## src/rtl/mos_strength_rx_if.sv

```systemverilog
// rtl/mos_strength_rx_if.sv - strength-link receiver bus: line codes in, word handshake and error status out
interface mos_strength_rx_if #(
    parameter int WIDTH = 8,
    parameter int CNT_W = 8
);
    logic [1:0]       zn_code;
    logic [1:0]       zp_code;
    logic [WIDTH-1:0] out_data;
    logic [WIDTH-1:0] out_ctl;
    logic             out_valid;
    logic             out_ready;
    logic             clr_err;
    logic [CNT_W-1:0] err_cnt;
    logic             short_err;
    logic             ovf_err;
    logic             busy;

    modport master (
        output zn_code, zp_code, out_ready, clr_err,
        input  out_data, out_ctl, out_valid, err_cnt, short_err, ovf_err, busy
    );

    modport slave (
        input  zn_code, zp_code, out_ready, clr_err,
        output out_data, out_ctl, out_valid, err_cnt, short_err, ovf_err, busy
    );
endinterface

```

## src/rtl/mos_strength_rx.sv

```systemverilog
// rtl/mos_strength_rx.sv - pass-gate strength-link receiver: symbol decode, deserialiser, output register, error tracking
module mos_strength_rx #(
    parameter int WIDTH = 8,
    parameter int CNT_W = 8
) (
    input  logic               clk,
    input  logic               rst,
    mos_strength_rx_if.slave   bus
);
    localparam int             CW      = $clog2(WIDTH + 1);
    localparam logic [CW-1:0]  LAST    = CW'(WIDTH - 1);
    localparam logic [1:0]     HIZ     = 2'b10;
    localparam logic [CNT_W-1:0] ERR_MAX = '1;

    typedef enum logic [1:0] {S_IDLE, S_SHIFT, S_ERR_WAIT} state_t;

    state_t           r_state, w_state_nxt;
    logic [CW-1:0]    r_cnt, w_cnt_nxt;
    logic [WIDTH-1:0] r_sh_data, r_sh_ctl, w_sh_data_nxt, w_sh_ctl_nxt, w_onehot;
    logic [WIDTH-1:0] r_out_data, r_out_ctl;
    logic             r_valid;
    logic [CNT_W-1:0] r_err_cnt;
    logic             r_short, r_ovf;
    logic             w_n_sym, w_p_sym, w_idle_sym, w_err_sym, w_np_sym;
    logic             w_bit, w_ctl;
    logic             w_complete, w_err_inc, w_short_set;

    // Classify the current pair of line codes; a driven line is St0/St1 (MSB clear)
    always_comb begin
        w_n_sym    = !bus.zn_code[1] && (bus.zp_code == HIZ);
        w_p_sym    = !bus.zp_code[1] && (bus.zn_code == HIZ);
        w_idle_sym = (bus.zn_code == HIZ) && (bus.zp_code == HIZ);
        w_np_sym   = w_n_sym || w_p_sym;
        w_err_sym  = !(w_np_sym || w_idle_sym);
        w_ctl      = w_n_sym;
        w_bit      = w_n_sym ? bus.zn_code[0] : bus.zp_code[0];
    end

    // Next-state, symbol assembly and error events
    always_comb begin
        w_state_nxt   = r_state;
        w_cnt_nxt     = r_cnt;
        w_sh_data_nxt = r_sh_data;
        w_sh_ctl_nxt  = r_sh_ctl;
        w_complete    = 1'b0;
        w_err_inc     = 1'b0;
        w_short_set   = 1'b0;
        w_onehot      = WIDTH'(1) << r_cnt;
        case (r_state)
            S_IDLE: begin
                if (w_np_sym) begin
                    w_sh_data_nxt = WIDTH'(w_bit);
                    w_sh_ctl_nxt  = WIDTH'(w_ctl);
                    w_cnt_nxt     = CW'(1);
                    w_state_nxt   = S_SHIFT;
                end else if (w_err_sym) begin
                    w_err_inc   = 1'b1;
                    w_state_nxt = S_ERR_WAIT;
                end
            end
            S_SHIFT: begin
                if (w_np_sym) begin
                    w_sh_data_nxt = r_sh_data | (w_bit ? w_onehot : '0);
                    w_sh_ctl_nxt  = r_sh_ctl  | (w_ctl ? w_onehot : '0);
                    if (r_cnt == LAST) begin
                        w_complete  = 1'b1;
                        w_cnt_nxt   = '0;
                        w_state_nxt = S_IDLE;
                    end else begin
                        w_cnt_nxt = r_cnt + CW'(1);
                    end
                end else if (w_idle_sym) begin
                    w_short_set = 1'b1;
                    w_cnt_nxt   = '0;
                    w_state_nxt = S_IDLE;
                end else begin
                    w_err_inc   = 1'b1;
                    w_cnt_nxt   = '0;
                    w_state_nxt = S_ERR_WAIT;
                end
            end
            S_ERR_WAIT: begin
                w_err_inc = w_err_sym;
                if (w_idle_sym) begin
                    w_state_nxt = S_IDLE;
                end
            end
            default: begin
                w_state_nxt = S_IDLE;
                w_cnt_nxt   = '0;
            end
        endcase
    end

    // FSM state, symbol counter and shift registers
    always_ff @(posedge clk or posedge rst) begin
        if (rst) begin
            r_state   <= S_IDLE;
            r_cnt     <= '0;
            r_sh_data <= '0;
            r_sh_ctl  <= '0;
        end else begin
            r_state   <= w_state_nxt;
            r_cnt     <= w_cnt_nxt;
            r_sh_data <= w_sh_data_nxt;
            r_sh_ctl  <= w_sh_ctl_nxt;
        end
    end

    // Single-entry output register; a completion while full and not draining is dropped
    always_ff @(posedge clk or posedge rst) begin
        if (rst) begin
            r_out_data <= '0;
            r_out_ctl  <= '0;
            r_valid    <= 1'b0;
        end else if (w_complete && (!r_valid || bus.out_ready)) begin
            r_out_data <= w_sh_data_nxt;
            r_out_ctl  <= w_sh_ctl_nxt;
            r_valid    <= 1'b1;
        end else if (r_valid && bus.out_ready) begin
            r_valid <= 1'b0;
        end
    end

    // Saturating error counter and sticky flags; clear beats a same-cycle event
    always_ff @(posedge clk or posedge rst) begin
        if (rst) begin
            r_err_cnt <= '0;
            r_short   <= 1'b0;
            r_ovf     <= 1'b0;
        end else if (bus.clr_err) begin
            r_err_cnt <= '0;
            r_short   <= 1'b0;
            r_ovf     <= 1'b0;
        end else begin
            if (w_err_inc && (r_err_cnt != ERR_MAX)) begin
                r_err_cnt <= r_err_cnt + CNT_W'(1);
            end
            if (w_short_set) begin
                r_short <= 1'b1;
            end
            if (w_complete && r_valid && !bus.out_ready) begin
                r_ovf <= 1'b1;
            end
        end
    end

    assign bus.out_data  = r_out_data;
    assign bus.out_ctl   = r_out_ctl;
    assign bus.out_valid = r_valid;
    assign bus.err_cnt   = r_err_cnt;
    assign bus.short_err = r_short;
    assign bus.ovf_err   = r_ovf;
    assign bus.busy      = (r_state != S_IDLE);
endmodule

```

## src/flat_wrapper.sv

```systemverilog
// flat-port wrapper written by rule: the top's interface ports become plain ports
module mos_strength_rx_flat 
#(
    parameter int WIDTH = 8,
    parameter int CNT_W = 8
)
  (clk, rst, bus_zn_code, bus_zp_code, bus_out_ready, bus_clr_err, bus_out_data, bus_out_ctl, bus_out_valid, bus_err_cnt, bus_short_err, bus_ovf_err, bus_busy);
  mos_strength_rx_if #(.WIDTH(WIDTH), .CNT_W(CNT_W)) bus_i ();
  input  logic clk;
  input  logic rst;
  input wire logic [$bits(bus_i.zn_code)-1:0] bus_zn_code;
  input wire logic [$bits(bus_i.zp_code)-1:0] bus_zp_code;
  input wire logic [$bits(bus_i.out_ready)-1:0] bus_out_ready;
  input wire logic [$bits(bus_i.clr_err)-1:0] bus_clr_err;
  output wire logic [$bits(bus_i.out_data)-1:0] bus_out_data;
  output wire logic [$bits(bus_i.out_ctl)-1:0] bus_out_ctl;
  output wire logic [$bits(bus_i.out_valid)-1:0] bus_out_valid;
  output wire logic [$bits(bus_i.err_cnt)-1:0] bus_err_cnt;
  output wire logic [$bits(bus_i.short_err)-1:0] bus_short_err;
  output wire logic [$bits(bus_i.ovf_err)-1:0] bus_ovf_err;
  output wire logic [$bits(bus_i.busy)-1:0] bus_busy;
  assign bus_i.zn_code = bus_zn_code;
  assign bus_i.zp_code = bus_zp_code;
  assign bus_i.out_ready = bus_out_ready;
  assign bus_i.clr_err = bus_clr_err;
  assign bus_out_data = bus_i.out_data;
  assign bus_out_ctl = bus_i.out_ctl;
  assign bus_out_valid = bus_i.out_valid;
  assign bus_err_cnt = bus_i.err_cnt;
  assign bus_short_err = bus_i.short_err;
  assign bus_ovf_err = bus_i.ovf_err;
  assign bus_busy = bus_i.busy;
  mos_strength_rx #(.WIDTH(WIDTH), .CNT_W(CNT_W)) u_core (.clk(clk), .rst(rst), .bus(bus_i));
endmodule
```

## config.mk

```make
export PLATFORM = sky130hd
export DESIGN_NAME = mos_strength_rx_flat
export DESIGN_NICKNAME = d
export VERILOG_FILES = /design/src/rtl/mos_strength_rx_if.sv /design/src/rtl/mos_strength_rx.sv /design/src/flat_wrapper.sv
export SDC_FILE = /design/constraint.sdc
export NUM_CORES = 1
export LEC_CHECK = 0
export CAP_MARGIN = 20
export CORE_MARGIN = 2
export CORE_UTILIZATION = 57
export CTS_CLUSTER_DIAMETER = 200
export DETAILED_ROUTE_END_ITERATION = 6
export PLACE_DENSITY = 0.81
export SLEW_MARGIN = 10
export SYNTH_ARGS = -nofsm -noshare
export SYNTH_HDL_FRONTEND = slang
export SYNTH_SLANG_ARGS = --single-unit
```

## constraint.sdc

```tcl
create_clock -name clk -period 3.68 [get_ports clk]
set_input_delay 0.552 -clock clk [delete_from_list [all_inputs] [get_ports clk]]
set_output_delay 0.552 -clock clk [all_outputs]
set_load 0.01 [all_outputs]
```

==> reports/metrics.cfg, run 1 <==
[status]
status = complete, no violations

[power]
p_total_uw = 981
leakagePower_nw = 1.22
ir_worst_vdd_mv = 0.258
power_density_nw_per_um2 = 358

[clocking]
post_cts_buffers = 0
clockBufferDepth = 2
cts.root.buffer_cell = clkbuf_8
cts_resized = 0
clk_latency_ps = 300
cts.sinks = 49
cts_htree_levels = 2
cts_tree = yes
cts_hold_buffers = 0
clk_pin_slew_ps = 90
cts_made_buffers = 5

[global_route]
grt_pass1_vias = 1550
grt_use_total_pct = 22.6
grt_max_degree = 50
grt_overflow_total = 0
grt_antenna_before_repair = 0
grt_pass1_wl_um = 7420

[timing]
finClkSkew_ps = 6.24
setup_violations = 0
hold_viol = 0
layout_worst_path_cycle_share_pct = 62.1
timing.final.max_slew_violations = 0
period_needed_ps = 2290
grt_setup_unrepaired = no
slew_headroom_pct = 46.4
tightest_slew_ps = 798
tns_ps = 0
max_freq_ghz = 0.438

[worst_setup_path]
worstPathArrival_ps = 2480
cp.required_ps = 3880
rr_worst_depth = 4
startpoint = bus_zn_code[1]
crit_type = in2reg
r2r-start = u_core.r_state[0]
path_max_fanout = 17
cp_slowest_cell = clkdlybuf4s50_1
crit_cells = 5
cp-end-kind = register
start_kind = primary input
path_buf_inv = 2
worst_path_largest_cell_delay_ps = 590
critPathTopFamily = buffers and inverters
crit_chain = clkdlybuf4s50_1 > nor3b_2 > o2111ai_2 > buf_4 > mux2_4

[routing]
drt_wl_total_um = 4470
firstDrtPassIters = 4
drc = 0
ant_nets = 0
num_vias = 1703
drtIter0Drc = 146
wl_per_cell_um = 15.2
post_drt_via_cell_ratio = 5.77

[die]
dieHeight_um = 66.7
die_area_um2 = 4450
initial_utilization_pct = 60.3
die_w_um = 66.7
fp-row-count = 22
io_pins = 36
coreArea_um2 = 3720

[final_layout]
areaGrowthSynthToFinish_pct = 22.2
drive_above_1_share_pct = 9.72
diodes = 0
num-nets-final = 261
final_cell_mix = 49 x dfrtp_1, 35 x clkdlybuf4s50_1, 23 x nand2_1
final_common_cell = dfrtp_1
fillers = 271

[logic_synthesis]
synth_seq_cells = 49
synth_ff_type = dfrtp_1
syn_nets = 223
synth.distinct_cells = 45
netlist_area_um2 = 2240
synth_edf_count = 0
synth.yosys.seq_area_share_pct = 54.7
synth_cells = 208
async_reset_ff_share_pct = 100
yosys_warnings = 0
avgSynthCellArea_um2 = 10.8

[placed_design]
gp_congestion = 0.765
io_buffers = 35
hpwl_um = 3180

[job]
drv_cap = 0

[worst_hold_path]
hp-class = in2async

## sequential cells by signal, summed over array words and instances (netlist names)
register	cells
u_core.r_cnt	4
u_core.bus.out_data	8
u_core.r_sh_ctl	8
u_core.bus.out_valid	1
u_core.bus.err_cnt	8
u_core.bus.out_ctl	8
u_core.bus.short_err	1
u_core.r_state	2
u_core.r_sh_data	8
u_core.bus.ovf_err	1
## layout make-up
class                           instances  area, um^2  share of cell area (%)
Clock inverter                          2        13.8                   0.503
Sequential cell                        49        1230                    44.8
Inverter                                9        33.8                    1.23
Multi-Input combinational cell        144         953                    34.8
Timing Repair Buffer                   37         378                    13.8
Tap cell                               48        60.1                    2.19
Clock buffer                            6        72.6                    2.65
## logic make-up (layout without fill, tap and decap cells)
group | after synthesis | after routing | share of synthesized area (%)
AO/OA/AOI/OAI | 57 | 57 | 17.3
buffers and inverters | 15 | 54 | 2.74
AND/OR/NAND/NOR | 70 | 70 | 16.0
XOR/XNOR | 2 | 2 | 0.782
multiplexers | 8 | 8 | 4.63
flip-flops | 49 | 49 | 54.7
adder cells (fa/ha/maj) | 7 | 7 | 3.91
## per-layer routing
metal | wire [um] | global-route usage, %
met5 | 0 | 0
met4 | 77 | 8.16
met3 | 241 | 5.74
met2 | 2030 | 33.9
met1 | 2120 | 31.9
## per-stage QoR
step / cell area, um^2 / hold WS (ps) / std cells / setup slack (ps) / util [%]
CTS: 2720 / 493 / 294 / 1400 / 73.1
finish: 2740 / 469 / 295 / 1390 / 73.7
detailed placement: 2630 / 472 / 286 / 1060 / 70.8
global route: 2740 / 480 / 295 / 1260 / 73.7
global placement: 2630 / 462 / 286 / 1130 / 70.8
floorplan: 2240 / 444 / 208 / 1960 / -
## cells in the mapped netlist (all sizes together) (4+ instances only)
| cell | count | share of area [%] |
|---|---|---|
| nand2 | 23 | 3.9 |
| or3 | 4 | 1.1 |
| a32o | 4 | 1.8 |
| a22o | 4 | 1.6 |
| mux2 | 7 | 4.2 |
| clkbuf | 4 | 0.67 |
| dfrtp | 49 | 55 |
| inv | 9 | 1.5 |
| a31oi | 4 | 1.1 |
| a21oi | 12 | 2.7 |
| ha | 7 | 3.9 |
| nand2b | 6 | 1.7 |
| nor2 | 18 | 3.1 |
| o21ai | 18 | 4.2 |
## report_power, final
part	internal, mW	switching (mW)	leakage, nW
clock	0.136	0.176	0.0456
sequential	0.552	0.0132	0.674
combinational	0.0437	0.0608	0.504
## path summary, 6_finish.rpt
check | slack [ps] | end
hold reg to reg | 490 | u_core.r_sh_ctl[6]
hold / removal | 470 | u_core.bus.err_cnt[7]
min in group clk | 490 | u_core.r_sh_ctl[6]
setup reg to reg | 1700 | u_core.bus.out_data[6]
setup / recovery | 1390 | u_core.bus.out_data[6]
max in group asynchronous | 2750 | u_core.bus.out_ctl[3]
Power figures use the tool's default switching activity.
==> run 2: changes to the inputs <==
--- a/config.mk
+++ b/config.mk
@@ -7,10 +7,10 @@
 export LEC_CHECK = 0
 export CAP_MARGIN = 20
 export CORE_MARGIN = 2
-export CORE_UTILIZATION = 57
+export CORE_UTILIZATION = 53
 export CTS_CLUSTER_DIAMETER = 200
 export DETAILED_ROUTE_END_ITERATION = 6
-export PLACE_DENSITY = 0.81
+export PLACE_DENSITY = 0.76
 export SLEW_MARGIN = 10
 export SYNTH_ARGS = -nofsm -noshare
 export SYNTH_HDL_FRONTEND = slang
==> constraint.sdc (replaced) <==
create_clock -name clk -period 2.3 [get_ports clk]
set_input_delay 0.345 -clock clk [delete_from_list [all_inputs] [get_ports clk]]
set_output_delay 0.345 -clock clk [all_outputs]
set_load 0.01 [all_outputs]
==> reports/metrics.cfg, run 2 (same netlist as run 1, synthesis figures left out) <==
[clocking]
cts_hold_buffers = 0  ; unchanged
clockBufferDepth = 2  ; unchanged
cts.root.buffer_cell = clkbuf_8
cts_resized = 0  ; unchanged
cts_htree_levels = 2  ; unchanged
clk_latency_ps = 300  ; about the same
cts_tree = yes
cts_made_buffers = 5  ; unchanged
clk_pin_slew_ps = 90  ; about the same
cts.sinks = 49  ; unchanged
post_cts_buffers = 0  ; unchanged

[timing]
grt_setup_unrepaired = no
max_freq_ghz = 0.523
slew_headroom_pct = 68.8  ; +22 points
setup_violations = 0  ; unchanged
tns_ps = 0  ; unchanged
layout_worst_path_cycle_share_pct = 83.1
period_needed_ps = 1910
hold_viol = 0  ; unchanged
finClkSkew_ps = 2.84  ; -3.40 ps
timing.final.max_slew_violations = 0  ; unchanged
tightest_slew_ps = 467  ; -331 ps

[global_route]
grt_overflow_total = 0  ; unchanged
grt_antenna_before_repair = 0  ; unchanged
grt_max_degree = 23  ; -54%
grt_pass1_vias = 1600  ; +3.2%
grt_pass1_wl_um = 7760  ; +4.6%
grt_use_total_pct = 20.2  ; -2.4 points

[job]
drv_cap = 0  ; unchanged

[routing]
drt_wl_total_um = 4430  ; -0.81%
firstDrtPassIters = 4  ; unchanged
wl_met2_um = 2180  ; +7.6%
met3_length_um = 159  ; -34%
ant_nets = 0  ; unchanged
drc = 0  ; unchanged
post_drt_via_cell_ratio = 5.68  ; -1.6%
drtIter0Drc = 128  ; -12%
wl_per_cell_um = 14.7  ; -3.1%
num_vias = 1716  ; +0.76%
met1Wirelength_um = 2050  ; -3.3%
top_layer_used = met4

[final_layout]
drive_above_1_share_pct = 11.9  ; +2.2 points
fillers = 317  ; +17%
final_cell_mix = 49 x dfrtp_1, 35 x clkdlybuf4s50_1, 23 x nand2_1
multi_input_area_um2 = 953  ; unchanged
final_common_cell = dfrtp_1
num-nets-final = 266  ; +1.9%
areaGrowthSynthToFinish_pct = 25.2
fin_cells = 302  ; +2.4%
diodes = 0  ; unchanged
seqCellArea_um2 = 1230  ; unchanged
utilization_pct = 69.6  ; -4.0 points

[placed_design]
gp_congestion = 0.823  ; +7.6%
io_buffers = 35  ; unchanged
placedCellCount = 294  ; +2.8%
hpwl_um = 3280  ; +3.1%

[worst_setup_path]
path_max_fanout = 8  ; -9
cp.required_ps = 2490  ; -1390 ps
worstPathArrival_ps = 2100  ; -380 ps
crit_chain = clkdlybuf4s50_1 > nor3b_2 > buf_4 > o21ai_2 > a32o_1 > mux2_4
start_kind = primary input
cp-end-kind = register
worst_path_largest_cell_delay_ps = 610  ; +20 ps
cp_slowest_cell = clkdlybuf4s50_1
crit_type = in2reg

[die]
coreArea_um2 = 4030  ; +8.4%
initial_utilization_pct = 55.6  ; -4.7 points
die_area_um2 = 4760  ; +7.1%
io_pins = 36  ; unchanged
die_w_um = 69.0  ; +3.5%
fp-row-count = 23  ; +4.5%
dieHeight_um = 69.0  ; +3.5%

[power]
power_density_nw_per_um2 = 580  ; +62%
ir_worst_vdd_mv = 0.369  ; +43%
leakagePower_nw = 1.26  ; +3.2%

[status]
status = complete, no violations

[worst_hold_path]
hp-class = in2async

## run 2: cell types whose count changed in the layout (fill, tap and decap cells not counted)
cell      change
clkbuf_8      +2
buf_4         +4
buf_12        +1
inv_6         -1
clkbuf_1      -1
## run 2: final timing paths
path | startpoint | endpoint | slack [ps] | depth (start not counted)
setup / recovery | bus_zn_code[1] | u_core.bus.out_data[3] | 390 | 6
hold / removal | rst | u_core.bus.out_ctl[6] | 320 | 2
setup reg to reg | u_core.r_state[0] | u_core.bus.out_data[0] | 500 | 5
hold reg to reg | u_core.r_sh_data[1] | u_core.r_sh_data[1] | 480 | 2
max in group asynchronous | rst | u_core.r_cnt[2] | 1420 | 3
min in group clk | u_core.r_sh_data[1] | u_core.r_sh_data[1] | 480 | 2
## run 2: cell type report
class | count | area share, %
multi-input cells | 144 | 34.0
inverters | 9 | 1.20
repair buffers | 42 | 15.3
clock buffers | 7 | 3.43
well taps | 50 | 2.23
clock inverters | 1 | 0.178
flip-flops and latches | 49 | 43.7
## run 2: stage by stage
stage               total power [mW]  instance area (um^2)  hold WS [ps]  setup slack (ps)
finish                          1.63                  2810           320               388
global route                    1.70                  2810           350               287
CTS                             1.64                  2810           333               406
detailed placement              1.09                  2700           469              90.2
global placement                1.09                  2700           463               154
floorplan                       1.02                  2240           444               614
## run 2: power by group
part / leakage [nW] / total, mW / internal (mW) / switching [mW]
Sequential: 0.674 / 0.904 / 0.883 / 0.0213
Clock: 0.0542 / 0.552 / 0.272 / 0.280
Combinational: 0.534 / 0.172 / 0.0753 / 0.0970
Total: 1.26 / 1.63 / 1.23 / 0.398
## run 2: critical path, delay by kind of cell
kind | cells | cell delay, ps
buf+inv | 2 | 790
mux | 1 | 270
compound gates | 2 | 370
simple gates | 1 | 320
## run 2: layer usage
metal  vias up  global-route usage [%]
li1        838                       -
met1       842                    28.9
met2        32                    31.9
met3         4                    3.95
met4         0                    5.23
met5         -                       0
==> run 3: changes to the inputs <==
==> constraint.sdc (replaced) <==
create_clock -name clk -period 1.85 [get_ports clk]
set_input_delay 0.2775 -clock clk [delete_from_list [all_inputs] [get_ports clk]]
set_output_delay 0.2775 -clock clk [all_outputs]
set_load 0.01 [all_outputs]
==> reports/metrics.cfg, run 3 (same netlist as run 1, synthesis figures left out) <==
[worst_hold_path]
hp-class = in2async

[clocking]
clk_latency_ps = 300  ; about the same
clk_pin_slew_ps = 90  ; about the same
cts_htree_levels = 2  ; unchanged
cts_tree = yes
cts.sinks = 49  ; unchanged
cts.root.buffer_cell = clkbuf_8
clockBufferDepth = 2  ; unchanged
cts_hold_buffers = 0  ; unchanged
cts_made_buffers = 5  ; unchanged

[worst_setup_path]
worst_path_largest_cell_delay_ps = 440  ; -170 ps
worstPathArrival_ps = 1940  ; -160 ps
crit_type = reg2reg
cp_slowest_cell = dfrtp_1
path_max_fanout = 17  ; +9
cp.required_ps = 2040  ; -450 ps
cp-end-kind = register
crit_chain = ha_1 > and3b_1 > o2111ai_2 > buf_12 > mux2_4
start_kind = register
regToRegSetupSlack_ps = 100  ; -400 ps

[timing]
setup_violations = 0  ; unchanged
layout_worst_path_cycle_share_pct = 94.6
hold_viol = 0  ; unchanged
tightest_slew_ps = 384  ; -82.7 ps
grt_setup_unrepaired = no
period_needed_ps = 1750
slew_headroom_pct = 74.3  ; +5.5 points
timing.final.max_slew_violations = 0  ; unchanged
setup_slack_ps = 99.9  ; -288 ps
finClkSkew_ps = 5.42  ; +2.57 ps
max_freq_ghz = 0.571

[power]
power_density_nw_per_um2 = 726  ; +25%
comb_power_share_pct = 10.9  ; +0.3 points
ir_worst_vdd_mv = 0.438  ; +19%
p_clk_share_pct = 36.8  ; +2.9 points
p_sw_share_pct = 23.5  ; -1.0 points
power.internal_mw = 1.65  ; +34%
p_seq_share_pct = 52.3  ; -3.2 points
p_sw_uw = 505  ; +27%
leakagePower_nw = 1.37  ; +8.9%

[final_layout]
final_common_cell = dfrtp_1
fillers = 317  ; unchanged
stdcell_area_um2 = 2970  ; +5.7%
drive_above_1_share_pct = 17.1  ; +5.2 points
num-nets-final = 283  ; +6.4%
areaGrowthSynthToFinish_pct = 32.3
multi_input_area_um2 = 966  ; +1.3%
diodes = 0  ; unchanged
seqCellArea_um2 = 1230  ; unchanged
final_cell_mix = 49 x dfrtp_1, 33 x clkdlybuf4s50_1, 23 x nand2_1

[global_route]
grt_pass1_wl_um = 8490  ; +9.4%
grt_pass1_vias = 1711  ; +6.9%
grt_max_degree = 50  ; +120%
grt_antenna_before_repair = 0  ; unchanged
grt_use_total_pct = 22.3  ; +2.0 points
grt_overflow_total = 0  ; unchanged

[placed_design]
place_area_um2 = 2820  ; +4.4%
dp_slack_ps = -236  ; -326 ps
io_buffers = 35  ; unchanged
gp_congestion = 0.779  ; -5.4%
hpwl_um = 3430  ; +4.5%

[die]
dieHeight_um = 69.0  ; unchanged
initial_utilization_pct = 55.6  ; unchanged
die_w_um = 69.0  ; unchanged
coreArea_um2 = 4030  ; unchanged
die_area_um2 = 4760  ; unchanged
fp-row-count = 23  ; unchanged
io_pins = 36  ; unchanged

[routing]
drc = 0  ; unchanged
drtIter0Drc = 67  ; -48%
wl_per_cell_um = 15.4  ; +4.7%
ant_nets = 0  ; unchanged
drt_wl_total_um = 4910  ; +11%
post_drt_via_cell_ratio = 5.56  ; -2.1%
num_vias = 1775  ; +3.4%
firstDrtPassIters = 4  ; unchanged

[status]
status = complete, no violations

[job]
drv_cap = 0  ; unchanged

==> run 3: changes by cell type in the layout (fill, tap and decap cells not counted), sizes merged <==
cell / change
bufinv: +1
clkinv: -1
clkdlybuf4s50: -2
buf: +17
dlymetal6s2s: +2
==> run 3: critical path, delay by kind of cell, from the launching register on <==
kind / cells / cell delay [ps]
adders and majority gates: 1 / 220
DFF: 1 / 440
buffers and inverters: 1 / 200
and+or+nand+nor: 1 / 300
muxes: 1 / 300
AOI/OAI and AO/OA: 1 / 170
==> run 3: path summary, 6_finish.rpt <==
path,start,depth (start not counted),endpoint
worst max-delay path,u_core.r_cnt[0],5,u_core.bus.out_data[4]
worst min-delay path,rst,3,u_core.bus.out_ctl[7]
worst max register to register,u_core.r_cnt[0],5,u_core.bus.out_data[4]
worst min register to register,u_core.r_sh_data[1],2,u_core.r_sh_data[1]
max in group asynchronous,rst,3,u_core.r_sh_data[3]
min in group clk,u_core.r_sh_data[1],2,u_core.r_sh_data[1]
==> run 3: routing by layer <==
| layer | part of all wire [%] | track usage (%) | vias up |
|---|---|---|---|
| met5 | 0 | 0 | - |
| met1 | 45 | 30.9 | 855 |
| met2 | 49 | 35.0 | 46 |
| met4 | 1.8 | 7.41 | 0 |
| li1 | - | - | 864 |
| met3 | 3.9 | 4.53 | 10 |
==> run 3: final cells by class <==
type                            instances  area share [%]
Sequential cell                        49            41.4
Tap cell                               50            2.11
Clock inverter                          1            1.01
Timing Repair Buffer                   59            18.9
Clock buffer                            7            2.91
Multi-Input combinational cell        144            32.6
Inverter                                9            1.14
==> run 3: power groups by stage <==
| stage | Sequential, mW | Combinational, mW | Clock (mW) |
|---|---|---|---|
| final | 1.13 | 0.234 | 0.792 |
| after global routing | 1.13 | 0.261 | 0.852 |
| after CTS | 1.12 | 0.231 | 0.802 |
| after detailed placement | 1.15 | 0.229 | 0 |
| after global placement | 1.14 | 0.230 | 0 |
| after floorplan | 1.14 | 0.127 | 0 |
==> run 3: through the flow <==
stage                     cells  power (mW)  utilization, %  hold WS (ps)  TNS [ps]
final                       319        2.15            73.6           345         0
after global routing        319        2.24            73.6           370         0
after CTS                   318        2.16            73.0           352         0
after detailed placement    310        1.37            70.1           471     -5880
after global placement      310        1.37            70.1           459     -4490
after floorplan             208        1.27               -           437         0
==> run 3: repair_timing <==
action | CTS | global route
buffers inserted | 0 | 1
setup endpoints to repair | 0 | 17
gates resized for setup | 0 | 5
